==> config.mk <==
export PLATFORM = sky130hd
export DESIGN_NAME = fusion_stream_core
export DESIGN_NICKNAME = d
export VERILOG_FILES = /design/src/rtl/fusion_pkg.sv /design/src/rtl/fusion_lane_alu.sv /design/src/rtl/fusion_stream_core.sv
export SDC_FILE = /design/constraint.sdc
export NUM_CORES = 1
export LEC_CHECK = 0
export BUFFER_PORTS_ARGS = -buffer_cell sky130_fd_sc_hd__buf_4
export CAP_MARGIN = 20
export CORE_ASPECT_RATIO = 1.75
export CORE_MARGIN = 2
export CORE_UTILIZATION = 50
export CTS_BUF_LIST = sky130_fd_sc_hd__clkbuf_4 sky130_fd_sc_hd__clkbuf_8
export CTS_CLUSTER_DIAMETER = 200
export DETAILED_ROUTE_END_ITERATION = 10
export PLACE_DENSITY = 0.79
export SLEW_MARGIN = 30
export SYNTH_ARGS = -nofsm -noshare
export SYNTH_HDL_FRONTEND = slang
export SYNTH_SLANG_ARGS = --single-unit
==> constraint.sdc <==
create_clock -name axi_clk -period 15.6 [get_ports axi_clk]
set_input_delay 3.12 -clock axi_clk [delete_from_list [all_inputs] [get_ports axi_clk]]
set_output_delay 3.12 -clock axi_clk [all_outputs]
set_load 0.005 [all_outputs]
==> src/rtl/fusion_pkg.sv <==
// Shared encodings and saturation helper for the fusion stream core.
package fusion_pkg;

  localparam logic [1:0] MODE_SAVG = 2'd0;
  localparam logic [1:0] MODE_EMA  = 2'd1;
  localparam logic [1:0] MODE_PASS = 2'd2;

  typedef enum logic [1:0] {
    ST_IDLE  = 2'd0,
    ST_RUN   = 2'd1,
    ST_DRAIN = 2'd2
  } state_e;

  // Clamp a signed value into the unsigned range [0, 2^width-1].
  function automatic logic signed [31:0] clamp_u(input logic signed [31:0] value,
                                                 input int width);
    logic signed [31:0] max_v;
    max_v = (32'sd1 <<< width) - 32'sd1;
    if (value < 32'sd0) begin
      return 32'sd0;
    end
    if (value > max_v) begin
      return max_v;
    end
    return value;
  endfunction

endpackage

==> src/rtl/fusion_lane_alu.sv <==
// One-pixel datapath: S2 forms the rounded signed sums, S3 shifts, clamps and
// registers the new averaged and fused pixels. Both stages advance on en.
module fusion_lane_alu
  import fusion_pkg::*;
#(
  parameter int DATA_WIDTH        = 8,
  parameter int LOG2_NO_OF_IMAGES = 4,
  parameter int FUSE_SHIFT        = 3
) (
  input  logic                  clk,
  input  logic                  en,
  input  logic [1:0]            mode,
  input  logic [DATA_WIDTH-1:0] avg_px,
  input  logic [DATA_WIDTH-1:0] new_px,
  input  logic [DATA_WIDTH-1:0] fused_px,
  input  logic [DATA_WIDTH-1:0] old_px,
  output logic [DATA_WIDTH-1:0] new_avg,
  output logic [DATA_WIDTH-1:0] new_fused
);

  localparam int AW = DATA_WIDTH + LOG2_NO_OF_IMAGES + 2;
  localparam int FW = DATA_WIDTH + FUSE_SHIFT + 2;
  localparam logic signed [AW-1:0] RND_A = AW'(2 ** (LOG2_NO_OF_IMAGES - 1));
  localparam logic signed [FW-1:0] RND_F = FW'(2 ** (FUSE_SHIFT - 1));

  function automatic logic signed [AW-1:0] ext_a(input logic [DATA_WIDTH-1:0] x);
    return signed'(AW'(x));
  endfunction

  function automatic logic signed [FW-1:0] ext_f(input logic [DATA_WIDTH-1:0] x);
    return signed'(FW'(x));
  endfunction

  function automatic logic [DATA_WIDTH-1:0] sat_a(input logic signed [AW-1:0] v);
    return DATA_WIDTH'(clamp_u(32'(v), DATA_WIDTH));
  endfunction

  function automatic logic [DATA_WIDTH-1:0] sat_f(input logic signed [FW-1:0] v);
    return DATA_WIDTH'(clamp_u(32'(v), DATA_WIDTH));
  endfunction

  logic signed [AW-1:0]   sum_a_p2_q, sum_a_p2_d;
  logic signed [FW-1:0]   sum_f_p2_q, sum_f_p2_d;
  logic [DATA_WIDTH-1:0]  avg_p2_q, avg_p2_d;
  logic [DATA_WIDTH-1:0]  fused_p2_q, fused_p2_d;
  logic [1:0]             mode_p2_q, mode_p2_d;
  logic [DATA_WIDTH-1:0]  new_avg_p3_q, new_avg_p3_d;
  logic [DATA_WIDTH-1:0]  new_fused_p3_q, new_fused_p3_d;
  logic [DATA_WIDTH-1:0]  fused_upd;

  // ---- S2: rounded signed sums; avg/fused carried for the S3 add-back ----
  always_comb begin
    sum_a_p2_d = sum_a_p2_q;
    sum_f_p2_d = sum_f_p2_q;
    avg_p2_d   = avg_p2_q;
    fused_p2_d = fused_p2_q;
    mode_p2_d  = mode_p2_q;
    if (en) begin
      case (mode)
        MODE_SAVG: sum_a_p2_d = (ext_a(avg_px) <<< LOG2_NO_OF_IMAGES) + ext_a(new_px)
                                - ext_a(old_px) + RND_A;
        MODE_EMA:  sum_a_p2_d = ext_a(new_px) - ext_a(avg_px) + RND_A;
        default:   sum_a_p2_d = '0;
      endcase
      sum_f_p2_d = ext_f(new_px) - ext_f(fused_px) + RND_F;
      avg_p2_d   = avg_px;
      fused_p2_d = fused_px;
      mode_p2_d  = mode;
    end
  end

  // S2 register, no reset: contents are qualified by the valid sideband.
  always_ff @(posedge clk) begin
    sum_a_p2_q <= sum_a_p2_d;
    sum_f_p2_q <= sum_f_p2_d;
    avg_p2_q   <= avg_p2_d;
    fused_p2_q <= fused_p2_d;
    mode_p2_q  <= mode_p2_d;
  end

  // ---- S3: arithmetic shift, add-back, clamp ----
  assign fused_upd = sat_f(ext_f(fused_p2_q) + (sum_f_p2_q >>> FUSE_SHIFT));

  always_comb begin
    new_avg_p3_d   = new_avg_p3_q;
    new_fused_p3_d = new_fused_p3_q;
    if (en) begin
      case (mode_p2_q)
        MODE_SAVG: begin
          new_avg_p3_d   = sat_a(sum_a_p2_q >>> LOG2_NO_OF_IMAGES);
          new_fused_p3_d = fused_upd;
        end
        MODE_EMA: begin
          new_avg_p3_d   = sat_a(ext_a(avg_p2_q) + (sum_a_p2_q >>> LOG2_NO_OF_IMAGES));
          new_fused_p3_d = fused_upd;
        end
        default: begin
          new_avg_p3_d   = avg_p2_q;
          new_fused_p3_d = fused_p2_q;
        end
      endcase
    end
  end

  // S3 register; holds while the output is stalled.
  always_ff @(posedge clk) begin
    new_avg_p3_q   <= new_avg_p3_d;
    new_fused_p3_q <= new_fused_p3_d;
  end

  assign new_avg   = new_avg_p3_q;
  assign new_fused = new_fused_p3_q;

endmodule

==> src/rtl/fusion_stream_core.sv <==
// AXI-Stream running-average / fused-image core, LANES pixels per beat.
// Three-stage stall-able pipeline, counter-based framing, tlast checking.
module fusion_stream_core
  import fusion_pkg::*;
#(
  parameter int IM_LEN            = 520,
  parameter int IM_WID            = 520,
  parameter int DATA_WIDTH        = 8,
  parameter int LANES             = 4,
  parameter int LOG2_NO_OF_IMAGES = 4,
  parameter int FUSE_SHIFT        = 3,
  parameter int BEAT_CNT_W        = 20
) (
  input  logic                          axi_clk,
  input  logic                          axi_reset,
  input  logic [LANES*4*DATA_WIDTH-1:0] s_axis_tdata,
  input  logic                          s_axis_tvalid,
  output logic                          s_axis_tready,
  input  logic                          s_axis_tlast,
  output logic [LANES*2*DATA_WIDTH-1:0] m_axis_tdata,
  output logic                          m_axis_tvalid,
  input  logic                          m_axis_tready,
  output logic                          m_axis_tlast,
  input  logic [1:0]                    cfg_mode,
  input  logic                          cfg_err_clr,
  output logic                          frame_done,
  output logic                          frame_err
);

  localparam int FRAME_BEATS = IM_LEN * IM_WID / LANES;
  localparam int IN_W        = LANES * 4 * DATA_WIDTH;
  localparam logic [BEAT_CNT_W-1:0] LAST_IDX = BEAT_CNT_W'(FRAME_BEATS - 1);

  state_e                state_q, state_d;
  logic [BEAT_CNT_W-1:0] in_cnt_q, in_cnt_d;
  logic [1:0]            mode_q, mode_d;
  logic                  frame_err_q, frame_err_d;
  logic                  vld_p1_q, vld_p1_d, vld_p2_q, vld_p2_d, vld_p3_q, vld_p3_d;
  logic                  last_p1_q, last_p1_d, last_p2_q, last_p2_d, last_p3_q, last_p3_d;
  logic [IN_W-1:0]       tdata_p1_q, tdata_p1_d;
  logic [1:0]            mode_p1_q, mode_p1_d;

  logic       en;
  logic       accept;
  logic       last_beat;
  logic       out_hs;
  logic [1:0] mode_in;

  assign en            = !vld_p3_q || m_axis_tready;
  assign s_axis_tready = !axi_reset && en && (state_q != ST_DRAIN);
  assign accept        = s_axis_tvalid && s_axis_tready;
  assign last_beat     = (in_cnt_q == LAST_IDX);
  assign out_hs        = vld_p3_q && m_axis_tready;
  // Reserved mode 3 behaves as passthrough.
  assign mode_in       = (cfg_mode == 2'd3) ? MODE_PASS : cfg_mode;

  // Frame FSM: mode latched on the first beat, DRAIN until output tlast handshake.
  always_comb begin
    state_d    = state_q;
    mode_d     = mode_q;
    frame_done = 1'b0;
    case (state_q)
      ST_IDLE: begin
        if (accept) begin
          mode_d  = mode_in;
          state_d = last_beat ? ST_DRAIN : ST_RUN;
        end
      end
      ST_RUN: begin
        if (accept && last_beat) begin
          state_d = ST_DRAIN;
        end
      end
      ST_DRAIN: begin
        if (out_hs && last_p3_q) begin
          state_d    = ST_IDLE;
          frame_done = 1'b1;
        end
      end
      default: state_d = ST_IDLE;
    endcase
  end

  // Beat counter and sticky tlast-mismatch flag (set wins over clear).
  always_comb begin
    in_cnt_d = in_cnt_q;
    if (accept) begin
      in_cnt_d = last_beat ? '0 : in_cnt_q + BEAT_CNT_W'(1);
    end
    frame_err_d = frame_err_q;
    if (cfg_err_clr) begin
      frame_err_d = 1'b0;
    end
    if (accept && (s_axis_tlast != last_beat)) begin
      frame_err_d = 1'b1;
    end
  end

  // Valid and last sideband; every stage moves on en, bubbles included.
  always_comb begin
    vld_p1_d  = vld_p1_q;
    vld_p2_d  = vld_p2_q;
    vld_p3_d  = vld_p3_q;
    last_p1_d = last_p1_q;
    last_p2_d = last_p2_q;
    last_p3_d = last_p3_q;
    if (en) begin
      vld_p1_d  = accept;
      vld_p2_d  = vld_p1_q;
      vld_p3_d  = vld_p2_q;
      last_p1_d = accept && last_beat;
      last_p2_d = last_p1_q;
      last_p3_d = last_p2_q;
    end
  end

  // Control registers with asynchronous reset.
  always_ff @(posedge axi_clk or posedge axi_reset) begin
    if (axi_reset) begin
      state_q     <= ST_IDLE;
      in_cnt_q    <= '0;
      mode_q      <= MODE_SAVG;
      frame_err_q <= 1'b0;
      vld_p1_q    <= 1'b0;
      vld_p2_q    <= 1'b0;
      vld_p3_q    <= 1'b0;
      last_p1_q   <= 1'b0;
      last_p2_q   <= 1'b0;
      last_p3_q   <= 1'b0;
    end else begin
      state_q     <= state_d;
      in_cnt_q    <= in_cnt_d;
      mode_q      <= mode_d;
      frame_err_q <= frame_err_d;
      vld_p1_q    <= vld_p1_d;
      vld_p2_q    <= vld_p2_d;
      vld_p3_q    <= vld_p3_d;
      last_p1_q   <= last_p1_d;
      last_p2_q   <= last_p2_d;
      last_p3_q   <= last_p3_d;
    end
  end

  // ---- S1: capture input beat and its effective mode ----
  always_comb begin
    tdata_p1_d = tdata_p1_q;
    mode_p1_d  = mode_p1_q;
    if (en) begin
      tdata_p1_d = s_axis_tdata;
      mode_p1_d  = (state_q == ST_IDLE) ? mode_in : mode_q;
    end
  end

  // S1 data register, no reset: qualified by vld_p1_q.
  always_ff @(posedge axi_clk) begin
    tdata_p1_q <= tdata_p1_d;
    mode_p1_q  <= mode_p1_d;
  end

  // ---- S2/S3: per-lane arithmetic ----
  for (genvar k = 0; k < LANES; k++) begin : g_lane
    fusion_lane_alu #(
      .DATA_WIDTH       (DATA_WIDTH),
      .LOG2_NO_OF_IMAGES(LOG2_NO_OF_IMAGES),
      .FUSE_SHIFT       (FUSE_SHIFT)
    ) u_alu (
      .clk      (axi_clk),
      .en       (en),
      .mode     (mode_p1_q),
      .avg_px   (tdata_p1_q[(4*k+0)*DATA_WIDTH +: DATA_WIDTH]),
      .new_px   (tdata_p1_q[(4*k+1)*DATA_WIDTH +: DATA_WIDTH]),
      .fused_px (tdata_p1_q[(4*k+2)*DATA_WIDTH +: DATA_WIDTH]),
      .old_px   (tdata_p1_q[(4*k+3)*DATA_WIDTH +: DATA_WIDTH]),
      .new_avg  (m_axis_tdata[(2*k+1)*DATA_WIDTH +: DATA_WIDTH]),
      .new_fused(m_axis_tdata[(2*k+0)*DATA_WIDTH +: DATA_WIDTH])
    );
  end

  assign m_axis_tvalid = vld_p3_q;
  assign m_axis_tlast  = last_p3_q;
  assign frame_err     = frame_err_q;

endmodule

==> results.py, run 1 <==
metrics = {
    "critical_path": {
        "crit_path_end": "s_axis_tready",
        "required_ns": 12.48,
        "r2r_slack_ns": 11.84,
        "reg2reg_from": "tdata_p1_q[109]",
        "cp.arrival_ns": 4.28,
        "critPathMostFrequentCell": "buf_4",
        "endpoint_kind": "output port",
        "r2r_cells": 13,
        "cp-startpoint": "m_axis_tready",
        "cp_max_fo": 8,
        "cp-start-kind": "primary input",
        "crit_type": "in -> out",
        "slowest_stage": "nor2b_1",
        "r2r-end": "g_lane[3].u_alu.sum_a_p2_q[13]",
        "path_cells": "buf_4, nor2b_1, nor3_1, buf_4",
        "critical_path.max_stage_delay_ns": 0.71,
    },
    "clock_network": {
        "clk_path_buf_depth": 3,
        "cts_tree": "built",
        "cts_resized": 0,
        "clockRootBuffer": "clkbuf_8",
        "cts_setup_buffers": 0,
        "cts_buffers": 56,
        "cts_hold_buf": 0,
        "cts_htree_levels": 2,
        "cts_sinks": 371,
        "clk_latency_ns": 0.62,
        "clk_pin_slew_ns": 0.07,
    },
    "floorplanning": {
        "die-area_sq_um": 47200,
        "row_count": 103,
        "die_w_um": 165,
        "core_sq_um": 45000,
        "ioPinCount": 205,
        "die_h_um": 286,
        "start_util_pct": 50.5,
    },
    "layout": {
        "fillers": 3630,
        "area_delta_synth_final_pct": 15.2,
        "drive_gt1_share_pct": 16.5,
        "final_util_pct": 58.1,
        "nets": 2612,
    },
    "sta": {
        "tightest_slew_ns": 0.960,
        "skew_ns": 0.0262,
        "rsz0062_at_grt": "no",
        "hold_violations": 0,
        "max_slew_margin_pct": 36.0,
        "maxSlewViolCount": 0,
        "layout_min_cycle_time_ns": 7.40,
        "tns_ns": 0,
        "period_share_pct": 47.4,
        "max_freq_mhz": 135,
        "finalSetupViolations": 0,
    },
    "drt": {
        "wire_per_inst_um": 17.9,
        "vias_per_cell": 5.70,
        "routed_wl_um": 51500,
        "ant_nets": 0,
        "drc": 0,
        "drtIter0Drc": 757,
        "route.vias.total": 16400,
        "firstDrtPassIters": 6,
    },
    "grt": {
        "overflow": 0,
        "antenna_found_initial": 2,
        "grt_max_degree": 102,
        "grt_util_all_layers_pct": 21.9,
        "grt_pass1_vias": 17300,
        "grt_pass1_wl_um": 82100,
    },
    "placed_design": {
        "globalplace.congestion": 0.888,
        "hpwlAfterDp_um": 38700,
        "portBuffers": 204,
    },
    "power_and_ir_drop": {
        "pwr-share-clk_pct": 18.7,
        "comb_power_share_pct": 45.8,
        "sequentialPowerShare_pct": 35.6,
        "switchingPower_uw": 1720,
        "switching_share_pct": 37.3,
        "leakage_uw": 0.0114,
        "p_int_uw": 2890,
        "power_density_nw_per_um2": 176,
        "ir_drop_mv": 0.104,
    },
    "logic_synthesis": {
        "syn_avg_cell_area_sq_um": 11.3,
        "synth_ff_type": "edfxtp_1",
        "synth_seq_cells": 371,
        "async_reset_ff_share_pct": 8.36,
        "netlist_area_sq_um": 22700,
        "synth_cells": 2008,
        "synth-seq-area-share_pct": 48.4,
        "yosysWarnings": 0,
        "synth_nets": 2373,
        "synth_edf_count": 340,
        "synth.distinct_cells": 103,
    },
    "outcome": {
        "status": "finished, final reports clean",
    },
    "hold_path": {
        "hold_class": "reg -> reg",
    },
    "run": {
        "cap_violations": 0,
    },
}
[routing by layer]
layer / part of all wire [%] / routed length, um / vias up / global-route usage [%]
met3: 4.1 / 2130 / 172 / 3.22
met4: 5.5 / 2850 / 0 / 13.0
li1: - / - / 7934 / -
met1: 36 / 18300 / 7808 / 21.4
met5: 0 / 0 / - / 0
met2: 55 / 28200 / 450 / 42.1
[sequential cells by signal, indices dropped and copies added (netlist names), 2 cells and up]
| register | cells |
|---|---|
| state_q | 2 |
| in_cnt_q | 20 |
| tdata_p1_q | 128 |
| g_lane.u_alu.avg_p2_q | 32 |
| mode_p1_q | 2 |
| g_lane.u_alu.new_fused | 32 |
| g_lane.u_alu.new_avg | 32 |
| g_lane.u_alu.sum_a_p2_q | 40 |
| mode_q | 2 |
| g_lane.u_alu.sum_f_p2_q | 40 |
| g_lane.u_alu.mode_p2_q | 2 |
| g_lane.u_alu.fused_p2_q | 32 |
[worst max-delay path, delay by kind of cell]
| kind | cells | cell delay (ns) |
|---|---|---|
| buffers and inverters | 2 | 0.29 |
| AND/OR/NAND/NOR | 2 | 0.85 |
[cells in the final DEF (no fill, tap or decap), types with 11 or more instances in the layout]
cell type / count
a211o_1: 22
a211oi_1: 20
a21o_1: 61
a21oi_1: 78
a221oi_1: 17
a31oi_1: 12
and3_1: 13
buf_4: 208
clkbuf_4: 13
clkbuf_8: 57
clkinv_2: 12
dfrtp_1: 31
edfxtp_1: 340
fa_1: 12
ha_1: 217
inv_1: 190
nand2_1: 114
nand2b_1: 30
nand3_1: 41
nand4_1: 13
nor2_1: 111
nor2b_1: 33
nor3_1: 38
o211ai_1: 18
o21a_1: 24
o21ai_0: 103
o22ai_1: 12
o31ai_1: 16
or2_2: 12
or3_1: 11
xnor2_1: 116
xor2_1: 84
[synthesized netlist by cell type (all sizes together), types with 11 or more instances]
| cell | n | share of area (%) |
|---|---|---|
| maj3 | 11 | 0.50 |
| xnor2 | 116 | 4.5 |
| clkbuf | 18 | 0.30 |
| ha | 217 | 12 |
| or3 | 12 | 0.35 |
| fa | 12 | 1.1 |
| o31ai | 17 | 0.62 |
| nor2 | 112 | 1.9 |
| nand2b | 31 | 0.89 |
| or2 | 13 | 0.36 |
| nor3b | 14 | 0.60 |
| nand2 | 114 | 1.9 |
| o21a | 24 | 0.79 |
| o21ai | 113 | 2.5 |
| a21oi | 81 | 1.9 |
| o22ai | 12 | 0.33 |
| a21o | 61 | 2.0 |
| xor2 | 84 | 3.2 |
| o211ai | 18 | 0.60 |
| and3 | 13 | 0.36 |
| dfrtp | 31 | 3.4 |
| nor3 | 43 | 1.1 |
| nor2b | 33 | 0.91 |
| a31oi | 15 | 0.50 |
| buf | 13 | 0.28 |
| a221oi | 19 | 0.79 |
| inv | 192 | 3.2 |
| nand4 | 14 | 0.41 |
| a211o | 22 | 0.85 |
| nand3 | 41 | 0.90 |
| edfxtp | 340 | 45 |
| a211oi | 21 | 0.72 |
[worst min-delay path by stage]
stage | start | end | cells after the start
floorplan | mode_p1_q[0] | g_lane[1].u_alu.mode_p2_q[0] | 0
global placement | tdata_p1_q[39] | g_lane[1].u_alu.avg_p2_q[7] | 0
detailed placement | tdata_p1_q[114] | g_lane[3].u_alu.fused_p2_q[2] | 0
CTS | tdata_p1_q[39] | g_lane[1].u_alu.avg_p2_q[7] | 0
global route | tdata_p1_q[39] | g_lane[1].u_alu.avg_p2_q[7] | 0
finish | tdata_p1_q[39] | g_lane[1].u_alu.avg_p2_q[7] | 0
[area by class of cell]
class                      instances  area [sq um]  area share, %
antenna                            2          5.00         0.0191
clock buffer                      70           882           3.37
clock inverter                    33           325           1.24
inverter                         192           728           2.79
multi-input combinational       1414         10900           41.6
sequential                       371         11000           42.0
tap                              577           722           2.76
timing repair buffer             212          1620           6.21
[metrics by stage]
| step | area, sq um | total power, uW | std cells | setup slack [ns] | hold slack, ns |
|---|---|---|---|---|---|
| final | 26100 | 4610 | 2871 | 8.20 | 0.456 |
| after global routing | 26100 | 4940 | 2871 | 8.13 | 0.472 |
| after CTS | 26100 | 4640 | 2869 | 8.19 | 0.456 |
| after detailed placement | 24900 | 3760 | 2766 | 8.21 | 0.444 |
| after global placement | 24900 | 3660 | 2765 | 8.23 | 0.442 |
| after floorplan | 22700 | 3170 | 2008 | 4.97 | 0.421 |
[power by group through the flow]
stage	clock [uW]	sequential, uW	combinational (uW)
after global placement	0	1650	2010
after floorplan	0	1640	1530
after detailed placement	0	1660	2100
after global routing	916	1670	2350
after CTS	883	1640	2110
final	860	1640	2110
[logic make-up (layout without fill, tap and decap cells)]
kind of cell	count (synthesis)	in the layout	synth area share (%)
fa+ha+maj	240	240	13.5
mux	7	7	0.331
buf+inv	223	507	3.75
compound gates	484	484	15.1
simple gates	483	483	11.2
flops	371	371	48.4
xor+xnor	200	200	7.72
other cells	0	2	0
Note: power is estimated with default switching activity, not from simulation.
==> run 2, diff against run 1 <==
clock period = 7.22 ns   (was 15.6 ns; I/O delays follow)
==> run 2 against run 1 <==
Net effect:
- routed wire length rose by 0.99%
- via count rose by 0.71%
- critical endpoint unchanged
- critical path type unchanged
- die area did not move
- core utilization rose by 0.086 points
- worst setup slack got worse by 4.8 ns
- critical path depth did not move
- total power rose by 120%
- count of clock-buffer cells in the layout rose by 5
- largest cell class unchanged
- combinational power rose by 120%
- largest power group unchanged
==> results.py, run 2 (synthesis gave the netlist of run 1 again) <==
metrics = {
    "outcome": {
        "status": "finished, final reports clean",
    },
    "floorplanning": {
        "die-area_sq_um": 47200,
        "ioPinCount": 205,
        "die_w_um": 165,
        "core_sq_um": 45000,
        "die_h_um": 286,
        "start_util_pct": 50.5,
        "row_count": 103,
    },
    "critical_path": {
        "cp-start-kind": "primary input",
        "crit_type": "in -> out",
        "endpoint_kind": "output port",
        "required_ns": 5.78,
        "cp.arrival_ns": 2.42,
        "cp_max_fo": 8,
    },
    "run": {
        "cap_violations": 0,
    },
    "sta": {
        "finalSetupViolations": 0,
        "maxSlewViolCount": 0,
        "tightest_slew_ns": 0.980,
        "skew_ns": 0.0256,
        "layout_setup_ws_ns": 3.35,
        "period_share_pct": 53.6,
        "max_slew_margin_pct": 34.6,
        "layout_min_cycle_time_ns": 3.87,
        "max_freq_mhz": 259,
        "tns_ns": 0,
        "hold_violations": 0,
        "rsz0062_at_grt": "no",
    },
    "clock_network": {
        "cts_htree_levels": 2,
        "cts_tree": "built",
        "cts_setup_buffers": 0,
        "cts_sinks": 371,
        "cts_buffers": 57,
        "clk_path_buf_depth": 3,
        "cts_hold_buf": 0,
        "clockRootBuffer": "clkbuf_8",
        "cts_resized": 0,
        "clk_pin_slew_ns": 0.07,
        "clk_latency_ns": 0.62,
    },
    "power_and_ir_drop": {
        "power_uw": 10000,
        "power_density_nw_per_um2": 384,
        "leakage_uw": 0.0114,
        "ir_drop_mv": 0.277,
    },
    "layout": {
        "final_util_pct": 58.2,
        "largest_reg_flops": 128,
        "final_cells": 2871,
        "final_common_cell": "edfxtp_1",
        "nets": 2613,
        "top_regs": "tdata_p1_q (128), g_lane.u_alu.sum_a_p2_q (40), g_lane.u_alu.sum_f_p2_q (40)",
        "layout_common_cells": "edfxtp_1, ha_1, buf_4, inv_1, xnor2_1",
        "largest_register": "tdata_p1_q",
        "area_delta_synth_final_pct": 15.3,
        "drive_gt1_share_pct": 16.3,
    },
    "drt": {
        "wire_per_inst_um": 18.1,
        "routed_wl_um": 52000,
        "firstDrtPassIters": 7,
        "ant_nets": 0,
        "drc": 0,
        "route.vias.total": 16500,
        "drtIter0Drc": 780,
        "vias_per_cell": 5.74,
    },
    "grt": {
        "grt_pass1_wl_um": 82800,
        "grt_max_degree": 175,
        "grt_pass1_vias": 17200,
        "grt_util_all_layers_pct": 22.1,
        "antenna_found_initial": 2,
        "overflow": 0,
    },
    "placed_design": {
        "placedCellCount": 2766,
        "hpwlAfterDp_um": 38800,
        "globalplace.congestion": 0.893,
        "place_ws_ns": 3.35,
        "portBuffers": 204,
    },
    "hold_path": {
        "hold_class": "reg -> reg",
    },
}
==> run 2: changes by cell type in the layout (fill, tap and decap cells not counted), sizes merged <==
cell,before,now
clkbuf,70,75
clkinv,21,19
bufinv,6,7
inv,193,192
clkinvlp,5,2
==> run 2: final cells by class <==
class	instances	area [sq um]
Clock buffer	75	951
Antenna cell	2	5.00
Multi-Input combinational cell	1414	10900
Tap cell	577	722
Fill cell	3654	18800
Timing Repair Buffer	212	1620
Clock inverter	28	305
Sequential cell	371	11000
Inverter	192	724
==> run 2: worst paths after layout <==
check,from,end,slack [ns],depth (start not counted)
max,m_axis_tready,s_axis_tready,3.35,4
min,tdata_p1_q[22],g_lane[0].u_alu.fused_p2_q[6],0.44,0
max reg2reg,tdata_p1_q[109],g_lane[3].u_alu.sum_a_p2_q[13],3.41,13
min reg2reg,tdata_p1_q[22],g_lane[0].u_alu.fused_p2_q[6],0.44,0
max in group asynchronous,axi_reset,in_cnt_q[5],5.86,2
min in group asynchronous,axi_reset,in_cnt_q[17],0.95,2
==> run 2: power by group <==
group | internal, uW | leakage, uW | switching [uW]
Combinational | 2030 | 0.00680 | 2520
Sequential | 3200 | 0.00393 | 364
Clock | 1110 | 0.000653 | 834
Total | 6330 | 0.0114 | 3720
==> run 2: worst max-delay path, cell delays in order <==
cell,delay [ns]
buf_4,0.11
nor2b_1,0.54
nor3_1,0.15
buf_4,0.18
==> run 2: metrics by stage <==
| stage | area (sq um) | hold WS [ns] |
|---|---|---|
| floorplan | 22700 | 0.421 |
| global placement | 24900 | 0.443 |
| detailed placement | 24900 | 0.440 |
| CTS | 26200 | 0.445 |
| global route | 26200 | 0.461 |
| finish | 26200 | 0.443 |
==> run 2: layer usage <==
| metal | global-route usage, % | routed length, um |
|---|---|---|
| met1 | 22.1 | 18300 |
| met3 | 3.18 | 2380 |
| met2 | 41.6 | 27800 |
| met5 | 0 | 0 |
| met4 | 14.1 | 3500 |
